## config.mk

```make
export PLATFORM = sky130hd
export DESIGN_NAME = mem_port_arbiter
export DESIGN_NICKNAME = d
export VERILOG_FILES = /design/src/rtl/mem_port_arbiter.sv
export SDC_FILE = /design/constraint.sdc
export NUM_CORES = 1
export LEC_CHECK = 0
export CORE_ASPECT_RATIO = 0.7
export CORE_MARGIN = 2
export CORE_UTILIZATION = 43
export DETAILED_ROUTE_END_ITERATION = 6
export HOLD_SLACK_MARGIN = 0.12
export PLACE_DENSITY_LB_ADDON = 0.08
export SYNTH_ARGS = -nofsm -noshare
export SYNTH_HDL_FRONTEND = slang
export SYNTH_SLANG_ARGS = --single-unit
```

## constraint.sdc

```tcl
create_clock -name clk -period 2.1 [get_ports clk]
set_clock_uncertainty 0.1 [all_clocks]
set_input_delay 0.42 -clock clk [delete_from_list [all_inputs] [get_ports clk]]
set_output_delay 0.42 -clock clk [all_outputs]
set_load 0.02 [all_outputs]
```

## src/rtl/mem_port_arbiter.sv

```systemverilog
// Memory port arbiter: shares one single-ported memory between an instruction
// fetch port and a data load/store port. One access in flight at a time,
// sequenced IDLE -> ACCESS -> RESP, so grant to response is always two cycles.
//
// Build option: define MEM_ARB_ROUND_ROBIN_EN to alternate grants on a tie.
// Without it, data wins ties but fetch is forced through after STARVE_MAX
// consecutive data grants made while fetch was waiting.
//
// Memory data is right-justified: byte/half accesses use the low lanes and
// the memory resolves the byte address itself.

module mem_port_arbiter #(
  parameter int unsigned STARVE_MAX = 3
) (
  input  logic        clk,
  input  logic        rst,

  // Instruction fetch port
  input  logic        if_req,
  input  logic [31:0] if_addr,
  output logic        if_gnt,
  output logic        if_rvalid,
  output logic [31:0] if_rdata,

  // Data port
  input  logic        d_req,
  input  logic        d_wr,
  input  logic [1:0]  d_size,
  input  logic        d_signed,
  input  logic [31:0] d_addr,
  input  logic [31:0] d_wdata,
  output logic        d_gnt,
  output logic        d_rvalid,
  output logic [31:0] d_rdata,
  output logic        d_err,

  // Memory port
  output logic [31:0] mem_addr,
  output logic [31:0] mem_data_in,
  output logic [3:0]  mem_byte_enable,
  output logic        mem_wr,
  input  logic [31:0] mem_data_out
);

  localparam logic [1:0] SizeByte = 2'b00;
  localparam logic [1:0] SizeHalf = 2'b01;
  localparam logic [1:0] SizeWord = 2'b10;

  typedef enum logic [1:0] {StIdle, StAccess, StResp} state_e;

  state_e      state_q;

  // Registered request of the access in flight
  logic        owner_data_q;  // 1 = data port owns the access
  logic        wr_q;
  logic [1:0]  size_q;
  logic        signed_q;
  logic        err_q;
  logic [31:0] addr_q;
  logic [31:0] wdata_q;

  // Response registers, non-zero only during RESP
  logic        if_rvalid_q;
  logic [31:0] if_rdata_q;
  logic        d_rvalid_q;
  logic [31:0] d_rdata_q;
  logic        d_err_q;

`ifdef MEM_ARB_ROUND_ROBIN_EN
  logic        last_data_q;   // 1 = data port won the most recent grant
`else
  localparam logic [3:0] StarveMax = 4'(STARVE_MAX);
  logic [3:0]  starve_q;      // data grants issued while fetch was waiting
`endif

  logic        pick_data;
  logic        grant_ok;
  logic        d_err_in;
  logic        in_access;
  logic        access_ok;
  logic [31:0] load_ext;

  // Arbitration between the two requesters, only meaningful in IDLE
  always_comb begin
    pick_data = 1'b0;
`ifdef MEM_ARB_ROUND_ROBIN_EN
    // On a tie, favour whichever port did not win last time
    pick_data = d_req & (~if_req | ~last_data_q);
`else
    // Data wins ties until fetch has been passed over StarveMax times
    pick_data = d_req & (~if_req | (starve_q < StarveMax));
`endif
  end

  // Grants are combinational pulses in IDLE; rst gates them so reset forces
  // every output low immediately
  assign grant_ok = rst & (state_q == StIdle);
  assign d_gnt    = grant_ok & pick_data;
  assign if_gnt   = grant_ok & if_req & ~pick_data;

  // Misaligned half/word or the reserved size code
  assign d_err_in = (d_size == 2'b11) ||
                    ((d_size == SizeHalf) && d_addr[0]) ||
                    ((d_size == SizeWord) && (d_addr[1:0] != 2'b00));

  assign in_access = (state_q == StAccess);
  assign access_ok = in_access & ~err_q;

  // Memory drive: only during ACCESS, and an erroring access touches no lanes
  always_comb begin
    mem_addr        = '0;
    mem_data_in     = '0;
    mem_byte_enable = 4'b0000;
    mem_wr          = 1'b0;
    if (in_access) begin
      mem_addr = addr_q;
    end
    if (access_ok) begin
      case (size_q)
        SizeByte: mem_byte_enable = 4'b0001;
        SizeHalf: mem_byte_enable = 4'b0011;
        SizeWord: mem_byte_enable = 4'b1111;
        default:  mem_byte_enable = 4'b0000;
      endcase
      mem_wr = wr_q;
      if (wr_q) begin
        case (size_q)
          SizeByte: mem_data_in = {24'h000000, wdata_q[7:0]};
          SizeHalf: mem_data_in = {16'h0000, wdata_q[15:0]};
          default:  mem_data_in = wdata_q;
        endcase
      end
    end
  end

  // Zero/sign extension of load data from the low lanes
  always_comb begin
    load_ext = '0;
    case (size_q)
      SizeByte: load_ext = {{24{signed_q & mem_data_out[7]}}, mem_data_out[7:0]};
      SizeHalf: load_ext = {{16{signed_q & mem_data_out[15]}}, mem_data_out[15:0]};
      SizeWord: load_ext = mem_data_out;
      default:  load_ext = '0;
    endcase
  end

  // Sequencer: capture on grant, sample memory at end of ACCESS, respond in RESP
  always_ff @(posedge clk or negedge rst) begin
    if (!rst) begin
      state_q      <= StIdle;
      owner_data_q <= 1'b0;
      wr_q         <= 1'b0;
      size_q       <= 2'b00;
      signed_q     <= 1'b0;
      err_q        <= 1'b0;
      addr_q       <= '0;
      wdata_q      <= '0;
      if_rvalid_q  <= 1'b0;
      if_rdata_q   <= '0;
      d_rvalid_q   <= 1'b0;
      d_rdata_q    <= '0;
      d_err_q      <= 1'b0;
`ifdef MEM_ARB_ROUND_ROBIN_EN
      last_data_q  <= 1'b0;
`else
      starve_q     <= '0;
`endif
    end else begin
      case (state_q)
        StIdle: begin
          if (d_gnt) begin
            state_q      <= StAccess;
            owner_data_q <= 1'b1;
            wr_q         <= d_wr;
            size_q       <= d_size;
            signed_q     <= d_signed;
            err_q        <= d_err_in;
            addr_q       <= d_addr;
            wdata_q      <= d_wdata;
`ifdef MEM_ARB_ROUND_ROBIN_EN
            last_data_q  <= 1'b1;
`else
            if (if_req && (starve_q != StarveMax)) begin
              starve_q <= starve_q + 4'd1;
            end
`endif
          end else if (if_gnt) begin
            // Fetches are always aligned word loads and never error
            state_q      <= StAccess;
            owner_data_q <= 1'b0;
            wr_q         <= 1'b0;
            size_q       <= SizeWord;
            signed_q     <= 1'b0;
            err_q        <= 1'b0;
            addr_q       <= if_addr;
            wdata_q      <= '0;
`ifdef MEM_ARB_ROUND_ROBIN_EN
            last_data_q  <= 1'b0;
`else
            starve_q     <= '0;
`endif
          end
        end
        StAccess: begin
          state_q <= StResp;
          if (owner_data_q) begin
            d_rvalid_q <= 1'b1;
            d_err_q    <= err_q;
            d_rdata_q  <= (err_q || wr_q) ? 32'h0 : load_ext;
          end else begin
            if_rvalid_q <= 1'b1;
            if_rdata_q  <= mem_data_out;
          end
        end
        StResp: begin
          state_q     <= StIdle;
          if_rvalid_q <= 1'b0;
          if_rdata_q  <= '0;
          d_rvalid_q  <= 1'b0;
          d_rdata_q   <= '0;
          d_err_q     <= 1'b0;
        end
        default: state_q <= StIdle;
      endcase
    end
  end

  assign if_rvalid = if_rvalid_q;
  assign if_rdata  = if_rdata_q;
  assign d_rvalid  = d_rvalid_q;
  assign d_rdata   = d_rdata_q;
  assign d_err     = d_err_q;

endmodule

```

* Yosys cells after proc, flatten, opt, wreduce, memory -nomap -nowiden
Index checks and enable logic that the tools add are counted.
Widths: inputs -> output; s select.
** Operators by class
- Add/subtract/negate cells :: 1
- Magnitude comparators :: 1
- Equality and inequality tests :: 12
- Multiplexer cells :: 36
- Bitwise logic cells :: 12
- Reduce and logical (&&, ||, !) cells :: 15
** Operators by type and width (number)
- $mux 32 :: 10
- $pmux 32 s2 :: 3
- $pmux 32 s3 :: 1
- $mux 4 :: 4
- $pmux 4 s3 :: 1
- $mux 1 :: 9
- $and 1x1->1 :: 8
- $eq 2x2->1 const B :: 4
- $mux 2 :: 4
- $eq 2x1->1 const B :: 3
- $pmux 1 s2 :: 3
- $reduce_and 2->1 :: 3
- $reduce_bool 2->1 :: 3
- $add 4x1->4 const B :: 1
- $logic_not 2->1 :: 2
- $lt 4x2->1 const B :: 1
- $ne 2x2->1 const B :: 2
- $ne 4x2->1 const B :: 1
- $pmux 2 s2 :: 1
- $logic_and 1x1->1 :: 3
- $logic_or 1x1->1 :: 3
- $ne 3x3->1 const B :: 1
- $not 1->1 :: 3
- $reduce_and 3->1 :: 1
- 2 further kinds :: 2
** Storage, ports and cells
- Bits in registers :: 143
- Input port bits :: 136
- Output and inout bits :: 138
- Word-level logic and storage cells :: 91

* Depth between registers and ports, before layout
- Depth after elaboration :: 8
- Depth in mapped cells :: 7
- Depth with buffers taken out :: 5

* Worst setup path before layout
No wires, ideal clock.
- Path type :: register -> output
- From :: reg size_q[0]
- To :: out mem_byte_enable[3]
- Arrival :: 2.028 ns
- Required time :: 1.580 ns
- Path slack :: -0.448 ns
- Cell stages (with the launch flop) :: 7
- Path buffers :: 3
- Path through :: dfrtp_1 > inv_1 > ha_1 > clkbuf_1 > clkbuf_1 > nor3b_1 > buf_4
** On the way
- Cells in the longest elaborated chain, start to end :: 3
- Elaborated cells on any way between the ends :: 5
- Classes of those cells :: 2 x eq/ne; 2 x mux; 1 x reduce/logical
** RTL lines
- from (decl) :: line 56 : logic [1:0] size_q;
- from (signal assigned) :: line 175 : size_q <= d_size;
- from (signal assigned) :: line 192 : size_q <= SizeWord;
- $eq 2x2->1, or another cell as far along :: line 119 : case (size_q)
- $pmux 4 s3 (*) :: line 119
- $mux 4 (*) :: line 118 : if (access_ok) begin
- to (decl) :: line 40 : output logic [3:0] mem_byte_enable,
Mark *: on every way between the ends. The rest lies on a longest branch, timed or not.

* Worst setup path in the final report
- From :: reg starve_q[1]
- To :: out d_gnt
** On the way
- Cells in the longest elaborated chain, start to end :: 4
** RTL lines
- from (decl) :: line 73 : logic [3:0] starve_q;
- from (signal assigned) :: line 184 : starve_q <= starve_q + 4'd1;
- $lt 4x2->1 :: line 91 : pick_data = d_req & (~if_req | (starve_q < StarveMax));
- $or 1x1->1 :: line 91
- $and 1x1->1 :: line 91
- $and 1x1->1 :: line 98 : assign d_gnt = grant_ok & pick_data;
- to (decl) :: line 32 : output logic d_gnt,
Every way passes these cells.

==> impl_metrics.env <==
export IMPL_outcome="finished with violations"
export IMPL_violations="negative setup slack"
export IMPL_ys_warn_count=0
export IMPL_synthTopCellsByArea="dfrtp_1, a22o_1, a221oi_1"
export IMPL_cts_reportedPaths_clkPinSlew_ps=60
export IMPL_report_final_hold_viol_count=0
export IMPL_numCtsBuffers=17
export IMPL_viasPerCell=5.614
export IMPL_max_slew_margin_pct=35.48
export IMPL_tritoncts_num_sinks=143
export IMPL_netlist_instances=587
export IMPL_synth_largest_area_cell="dfrtp_1"
export IMPL_hold_class="in2reg"
export IMPL_clock_latency_ps=410
export IMPL_post_dp_hpwl_um=13980
export IMPL_final_area_um2=10900
export IMPL_yosys_cell_types_count=42
export IMPL_power_per_cell_area_nw_per_um2=953.1
export IMPL_power_w=0.01039
export IMPL_via_count=6136
export IMPL_async_reset_ff_share_pct=100.0
export IMPL_post_route_worst_setup_slack_ps=-258.8
export IMPL_mappedNetlistNets=728
export IMPL_power_ir_vdd_worst_mv=0.5974
export IMPL_grt_setup_unrepaired="true"
export IMPL_first_global_vias=6173
export IMPL_clk_path_buf_depth=2
export IMPL_root_buffer="clkbuf_16"
export IMPL_leakage_nw=4.910
export IMPL_timing_critical_path_required_ps=1580
export IMPL_core_area_um2=14770
export IMPL_detailedRoute_firstIterationViolations=398
export IMPL_ys_ff_latch=143
export IMPL_final_min_clock_period_ps=2359
export IMPL_port_buffer_count=273
export IMPL_yosys_most_used_dff="dfrtp_1"
export IMPL_syn_mean_instance_area_um2=11.12
export IMPL_cp_max_fo=3
export IMPL_worstSetupStartpointType="register"
export IMPL_row_count=37
export IMPL_synth_top_cells_by_count="dfrtp_1, a22o_1, nor2_1"
export IMPL_finalCritPeriodShare_pct=112.3
export IMPL_overall_track_demand_over_capacity_in_global_routing_pct=26.25
export IMPL_floorplan_die_height_um=107.1
export IMPL_synth_top_area_share_pct=54.84
export IMPL_worst_slew_pin_slew_ps=963.5
export IMPL_wl_um=22360
export IMPL_cts_tree="done"
export IMPL_grt_antenna_before_repair=0
export IMPL_timing_setup_critical_path_class="reg2out"
export IMPL_routedWlPerCell_um=20.45
export IMPL_dpl_cell_count=1038
export IMPL_drive_above_1_share_pct=28.84
export IMPL_grt_start_max_net_pins=65
export IMPL_area_growth_syn_to_layout_pct=67.04
export IMPL_die_w_um=151.2
export IMPL_timing_fmax_mhz=423.9
export IMPL_detailedRoute_firstPassIterationCount=7
export IMPL_insertedDiodeCount=0
export IMPL_synth_most_common_cell="dfrtp_1"
export IMPL_pre_cts_slack_ps=-325.6
export IMPL_synth_enable_flop_cells=0
export IMPL_setup_total_negative_slack_ps=-6288
export IMPL_design_die_area_um2=16190
export IMPL_setup_worst_path_end_class="output pin"
export IMPL_worstPathArrival_ps=1840
export IMPL_start_util_pct=44.18
export IMPL_place_gp_congestion=0.7882
export IMPL_pin_count=274
export IMPL_placed_area_um2=9578
export IMPL_drc_violations_left=0
export IMPL_final_max_slew_viol_count=0
export IMPL_grt_ovfl_total=0
export IMPL_setup_viol=47
export IMPL_antenna_left=0
export IMPL_design_final_nets=1026
export IMPL_grt_first_pass_wirelength_um=33060
export IMPL_non_filler_instances=1093
export IMPL_synth_area_um2=6525
export IMPL_cts_htree_levels=4
export IMPL_synth_sequential_area_ratio_pct=54.84
export IMPL_cap_viol_max_count=0
[path summary, 6_finish.rpt]
check	cells past startpoint	startpoint	endpoint	slack, ps
max	5	starve_q[1]	d_gnt	-260
min	4	rst	starve_q[1]	390
max reg2reg	8	size_q[0]	d_rdata[24]	-40
min reg2reg	1	if_rdata[29]	if_rdata[29]	400
max in group asynchronous	4	rst	addr_q[18]	370
min in group asynchronous	3	rst	wdata_q[2]	640
[routing by layer]
metal | part of all wire [%] | GRT usage (%)
met1 | 43 | 35.60
met3 | 8.3 | 6.340
met5 | 0 | 0
met2 | 47 | 41.92
met4 | 2.0 | 7.944
[cells in the final DEF, fill, tap and decap left out, types with 7 or more instances in the layout]
cell             count
clkbuf_16           19
o2bb2ai_2           17
a221oi_1            32
buf_4               75
a21oi_1             10
buf_6               47
nand2_1              7
dfrtp_1            143
clkdlybuf4s50_1    201
o2bb2ai_4            7
a22oi_1             15
buf_12               7
and2_4              32
inv_1               38
nor4b_1             32
nor2_1              60
nor2_2               7
a22o_1              76
[metrics by stage]
step	hold WS, ps	util, %
2_1_floorplan	24.41	-
3_3_place_gp	371.9	64.86
3_5_place_dp	372.9	64.86
4_1_cts	375.5	70.75
5_1_grt	411.1	73.80
6_report	394.4	73.80
[cell type report]
cell class,instances,area (µm²)
well taps,195,244.0
repair buffers,337,3372
multi-input cells,346,2969
fillers,1016,3869
inverters,40,150.1
clock buffers,18,429.2
flip-flops and latches,143,3578
clock inverters,14,156.4
[sequential cells by signal (all words and copies together), names as in the netlist]
name / count
size_q: 2
d_rdata: 32
d_err: 1
if_rdata: 32
owner_data_q: 1
err_q: 1
signed_q: 1
if_rvalid: 1
d_rvalid: 1
wdata_q: 32
addr_q: 32
starve_q: 4
wr_q: 1
state_q: 2
[where the power goes]
group / switching, W / total (W) / internal [W]
logic: 0.00180 / 0.00361 / 0.00181
clock network: 0.00123 / 0.00300 / 0.00177
registers: 0.000402 / 0.00377 / 0.00337
[critical path: stages (launching register included)]
cell	delay, ps
dfrtp_1	390
ha_2	200
o31a_1	310
buf_12	160
nor3b_4	210
buf_6	160
[what timing repair did]
action / 4_1_cts / 5_1_grt
pin swaps: 30 / 7
buffers inserted: 9 / 8
endpoints found under the hold margin: 108 / 0
endpoints found under the setup margin: 118 / 134
gates cloned: 2 / 4
hold buffers: 1 / 0
gates resized for setup: 451 / 54
[cells by family after synthesis]
family,Yosys count,synth area share (%)
flip-flops,143,54.84
buffers and inverters,99,6.999
AO/OA/AOI/OAI,176,22.28
AND/OR/NAND/NOR,164,14.92
adder cells (fa/ha/maj),5,0.9588
Power figures use the tool's default switching activity.
